File: config.mk
export PLATFORM = sky130hd
export DESIGN_NAME = stacked_program_sequencer
export DESIGN_NICKNAME = d
export VERILOG_FILES = /design/src/rtl/micro_pkg.sv /design/src/rtl/return_stack.sv /design/src/rtl/stacked_program_sequencer.sv
export SDC_FILE = /design/constraint.sdc
export NUM_CORES = 1
export LEC_CHECK = 0
export ABC_CLOCK_PERIOD_IN_PS = 6310
export CAP_MARGIN = 20
export CORE_ASPECT_RATIO = 0.9
export CORE_MARGIN = 2
export CORE_UTILIZATION = 35
export CTS_CLUSTER_DIAMETER = 30
export DETAILED_ROUTE_END_ITERATION = 6
export GPL_ROUTABILITY_DRIVEN = 0
export SKIP_CTS_REPAIR_TIMING = 1
export SLEW_MARGIN = 25
export SYNTH_ARGS = -nofsm -noshare
export SYNTH_HDL_FRONTEND = slang
export SYNTH_SLANG_ARGS = --single-unit
File: constraint.sdc
create_clock -name clk -period 6.31 [get_ports clk]
set_input_delay 1.262 -clock clk [delete_from_list [all_inputs] [get_ports clk]]
set_output_delay 1.262 -clock clk [all_outputs]
set_load 0.1 [all_outputs]
File: src/rtl/micro_pkg.sv
// Shared definitions for the micro core program sequencer: default sizes and
// next-address source encodings reused by the decoder and verification.
package micro_pkg;

    localparam int unsigned PC_WIDTH_DEF    = 10;
    localparam int unsigned STACK_DEPTH_DEF = 4;
    localparam int unsigned SP_WIDTH_DEF    = 3;

    localparam int unsigned SRC_WIDTH = 3;

    localparam logic [SRC_WIDTH-1:0] SRC_HOLD = 3'd0;
    localparam logic [SRC_WIDTH-1:0] SRC_RET  = 3'd1;
    localparam logic [SRC_WIDTH-1:0] SRC_CALL = 3'd2;
    localparam logic [SRC_WIDTH-1:0] SRC_JMP  = 3'd3;
    localparam logic [SRC_WIDTH-1:0] SRC_INC  = 3'd4;

endpackage

File: src/rtl/return_stack.sv
// Hardware LIFO of return addresses with occupancy count; entries above sp
// keep stale data that is never presented on top.
module return_stack #(
    parameter int unsigned DEPTH    = 4,
    parameter int unsigned WIDTH    = 10,
    parameter int unsigned SP_WIDTH = 3
) (
    input  logic                clk,
    input  logic                reset,
    input  logic                push,
    input  logic                pop,
    input  logic [WIDTH-1:0]    data_in,
    output logic [WIDTH-1:0]    top,
    output logic [SP_WIDTH-1:0] sp,
    output logic                full,
    output logic                empty
);

    logic [WIDTH-1:0] mem [DEPTH];

    // Storage and pointer; the caller never asserts push with full or pop with empty
    always_ff @(posedge clk or negedge reset) begin
        if (!reset) begin
            sp <= '0;
            for (int unsigned i = 0; i < DEPTH; i++) begin
                mem[i] <= '0;
            end
        end else if (push) begin
            for (int unsigned i = 0; i < DEPTH; i++) begin
                if (sp == SP_WIDTH'(i)) begin
                    mem[i] <= data_in;
                end
            end
            sp <= sp + SP_WIDTH'(1);
        end else if (pop) begin
            sp <= sp - SP_WIDTH'(1);
        end
    end

    always_comb begin
        top = '0;
        for (int unsigned i = 0; i < DEPTH; i++) begin
            if (sp == SP_WIDTH'(i + 1)) begin
                top = mem[i];
            end
        end
    end

    assign full  = (sp == SP_WIDTH'(DEPTH));
    assign empty = (sp == '0);

endmodule

File: src/rtl/stacked_program_sequencer.sv
// Program sequencer: priority next-address mux, pc register, call/return stack
// and sticky stack error flags.
module stacked_program_sequencer
    import micro_pkg::*;
#(
    parameter int unsigned PC_WIDTH    = PC_WIDTH_DEF,
    parameter int unsigned STACK_DEPTH = STACK_DEPTH_DEF,
    parameter int unsigned SP_WIDTH    = SP_WIDTH_DEF
) (
    input  logic                clk,
    input  logic                reset,
    input  logic                hold,
    input  logic                jmp,
    input  logic                jmp_nz,
    input  logic                dont_jmp,
    input  logic                call,
    input  logic                ret,
    input  logic [PC_WIDTH-1:0] jmp_addr,
    output logic [PC_WIDTH-1:0] pc,
    output logic [PC_WIDTH-1:0] pm_address,
    output logic [SP_WIDTH-1:0] sp,
    output logic                stack_overflow,
    output logic                stack_underflow
);

    logic [SRC_WIDTH-1:0] src;
    logic [PC_WIDTH-1:0]  pc_inc;
    logic [PC_WIDTH-1:0]  next_addr;
    logic [PC_WIDTH-1:0]  stack_top;
    logic                 push;
    logic                 pop;
    logic                 set_ovf;
    logic                 set_unf;
    logic                 full;
    logic                 empty;

    assign pc_inc = pc + PC_WIDTH'(1);

    // Strict-priority request decode; only the winning request has side effects
    always_comb begin
        src     = SRC_INC;
        push    = 1'b0;
        pop     = 1'b0;
        set_ovf = 1'b0;
        set_unf = 1'b0;
        if (hold) begin
            src = SRC_HOLD;
        end else if (ret) begin
            if (empty) begin
                set_unf = 1'b1;
            end else begin
                src = SRC_RET;
                pop = 1'b1;
            end
        end else if (call) begin
            src = SRC_CALL;
            if (full) begin
                set_ovf = 1'b1;
            end else begin
                push = 1'b1;
            end
        end else if (jmp || (jmp_nz && !dont_jmp)) begin
            src = SRC_JMP;
        end
    end

    always_comb begin
        next_addr = pc_inc;
        case (src)
            SRC_HOLD: next_addr = pc;
            SRC_RET:  next_addr = stack_top;
            SRC_CALL: next_addr = jmp_addr;
            SRC_JMP:  next_addr = jmp_addr;
            default:  next_addr = pc_inc;
        endcase
    end

    // Address 0 is presented while reset is low so memory fetches the reset vector
    assign pm_address = reset ? next_addr : '0;

    always_ff @(posedge clk or negedge reset) begin
        if (!reset) begin
            pc              <= '0;
            stack_overflow  <= 1'b0;
            stack_underflow <= 1'b0;
        end else begin
            pc <= pm_address;
            if (set_ovf) begin
                stack_overflow <= 1'b1;
            end
            if (set_unf) begin
                stack_underflow <= 1'b1;
            end
        end
    end

    return_stack #(
        .DEPTH    (STACK_DEPTH),
        .WIDTH    (PC_WIDTH),
        .SP_WIDTH (SP_WIDTH)
    ) u_return_stack (
        .clk     (clk),
        .reset   (reset),
        .push    (push),
        .pop     (pop),
        .data_in (pc_inc),
        .top     (stack_top),
        .sp      (sp),
        .full    (full),
        .empty   (empty)
    );

endmodule

==> results by group <==
CTS
  • CTS Root Cell: clkbuf_8
  • CTS Buf Count: 5
  • Clock Tree Buf Depth: 2
  • Worst skew pair latency: 310 ps
  • Clock transition at path regs: 100 ps
  • H-tree depth: 2
  • # clock sinks: 55
  • TritonCTS clock tree: built

Timing
  • TNS Setup: 0 ps
  • Slew margin rel.: 35.0%
  • Setup violations, final: 0
  • WHS: 477 ps
  • Worst slew pin tran: 972 ps
  • Fmax: 192 MHz
  • Final hold viol count: 0
  • Setup WS post-layout: 1110 ps
  • Unrepaired setup endpoints after global routing: false
  • Post-Route Skew: 11.9 ps
  • Fin. max-slew vios: 0
  • Final period util: 82.3%
  • Tmin final: 5200 ps

GRT
  • Total GRT Usage: 17.2%
  • Grt ovf: 0
  • Vias in the first global route: 2076
  • Initial antenna violation count: 0
  • Largest net degree at the start of global routing: 39
  • First-pass GRT wire length: 11600 um

Logic synthesis
  • Synth Flop Type: dfrtp_1
  • Area share of the leading cell type in the synthesized netlist: 49.9%
  • Mapped Area: 0.00276 mm2
  • Synth Instances: 271
  • Avg Cell Area, Syn: 10.2 um2
  • Main area contributors after synthesis: dfrtp_1 50%, nand2_1 8.8%, o21ai_0 6.9%, a221oi_2 4.4%, a221o_1 3.6%
  • Ys Warns: 0
  • Area leader, netlist: dfrtp_1
  • Fraction of registers with async set/reset: 100%
  • Post-synth cell types: 38
  • Flop and latch count out of synthesis: 55
  • Sequential cell area fraction in the yosys report: 49.9%
  • Net Count, Synth: 296
  • EDFF count, synth: 0

Drt
  • TritonRoute pass-1 iters: 4
  • Vias per inst: 5.51
  • Via count: 2232
  • Routed Wire Length: 7050 um
  • DRC viols: 0
  • Wire per inst: 17.4 um
  • Final ANT Viol Nets: 0
  • Starting DRT DRC Count: 142

Run status
  • Status: finished clean

Die
  • Die height: 88.2 um
  • Rows: 30
  • Starting Density: 36.4%
  • Die width: 97.6 um
  • CORE AREA: 0.00758 mm2
  • Top Ports: 43
  • Die area: 0.00861 mm2

Final layout
  • Area delta synth->final: 19.9%
  • Layout cells sized above 1: 11.7%
  • Ant diodes: 0
  • # nets final: 333
  • Design area: 0.00331 mm2

Pwr
  • Pwr Density: 433 mW/mm2
  • Total internal power: 739 uW
  • Tot Pwr: 1430 uW
  • NetSw: 692 uW
  • Sw Share: 48.4%
  • Clock group share of total power: 13.9%
  • P_leak: 0.00130 uW
  • Worst vdd ir: 0.000145 V
  • Sequential share of power: 38.1%
  • Combinational Power Share: 48.0%

Worst setup path
  • CP top delay family: compound AO/OA/AOI/OAI gates
  • CP peak stage delay: 730 ps
  • Crit-path slowest cell: a32o_1
  • Crit start category: input port
  • Critical path class: input port to output port
  • CP Buf/Inv Count: 2
  • CP endpoint kind: output port
  • WP data arrival: 3930 ps
  • Worst path cell trace: clkdlybuf4s50_1 -> nor2b_1 -> a32o_1 -> a221oi_1 -> a221oi_2 -> buf_4
  • Critical Path Fanout Max: 18
  • CP Data Required Time: 5050 ps

Placement
  • Cell Area, Placed: 0.00322 mm2
  • PortBufs: 42
  • DP HPWL: 4830 um
  • DP Worst Slack: 1100 ps

Run
  • Max_cap viols: 0

Hold path
  • Worst Hold Class: flip-flop to flip-flop
-- stage by stage --
stage | std cells | util (%)
2_1_floorplan | 271 | -
3_3_place_gp | 397 | 42.5
3_5_place_dp | 397 | 42.5
4_1_cts | 405 | 43.6
5_1_grt | 405 | 43.6
6_report | 405 | 43.6
-- routing by layer --
layer	wire (um)	track usage [%]	vias up
met1	3430	25.7	1064
met4	76	4.17	0
met2	3080	25.8	75
li1	-	-	1087
met5	0	0	-
met3	459	3.48	6
-- cells in the final DEF, fill, tap and decap left out, drive strengths merged, types with 4 or more instances in the layout --
cell,count
buf,13
clkdlybuf4s50,31
nor2,4
inv,5
a222oi,10
xnor2,7
nand2,65
ha,7
a221oi,17
nand3,7
clkbuf,5
mux2,4
a221o,10
dfrtp,55
o21ai,38
-- layout make-up --
type / count / area (um2)
Sequential cell: 55 / 1380
Clock inverter: 3 / 20.0
Inverter: 5 / 18.8
Timing Repair Buffer: 44 / 405
Fill cell: 734 / 4270
Tap cell: 96 / 120
Clock buffer: 5 / 68.8
Multi-Input combinational cell: 197 / 1300
-- state kept, by name (all words and copies together) (netlist names) --
name,cells
stack_underflow,1
u_return_stack.sp,3
pc,10
u_return_stack.mem,40
stack_overflow,1
-- power by group through the flow --
stage	Clock, uW	Sequential (uW)	Combinational [uW]
after floorplan	0	712	355
after global placement	0	547	682
after detailed placement	0	551	685
after CTS	205	544	688
after global routing	221	560	735
final	199	545	686
-- cells in the mapped netlist (4+ instances only) --
cell	instances
dfrtp_1	55
nor2_1	4
clkbuf_1	10
a221oi_1	9
mux2_2	4
inv_1	5
o21ai_0	38
a221o_1	10
nand3_1	7
xnor2_1	7
nand2_1	65
ha_1	7
a221oi_2	8
a222oi_1	10
-- cells by family (layout without fill, tap and decap cells) --
group	Yosys count	after routing	share of synthesized area, %
muxes	4	4	1.63
DFF	55	55	49.9
and+or+nand+nor	88	88	14.4
xor gates and xnor gates	9	9	2.86
adders and majority gates	7	7	3.17
AOI/OAI and AO/OA	89	89	25.0
buffers and inverters	19	57	3.04
-- worst paths after layout --
path / startpoint / end / slack (ps) / depth (start not counted)
setup reg to reg: u_return_stack.sp[1] / pc[4] / 3160 / 6
hold / removal: stack_underflow / stack_underflow / 480 / 1
setup / recovery: hold / pm_address[4] / 1110 / 6
max in group asynchronous: reset / u_return_stack.sp[0] / 4400 / 2
min in group asynchronous: reset / u_return_stack.mem[10] / 1070 / 1
hold reg to reg: stack_underflow / stack_underflow / 480 / 1
Note: power is estimated with default switching activity, not from simulation.
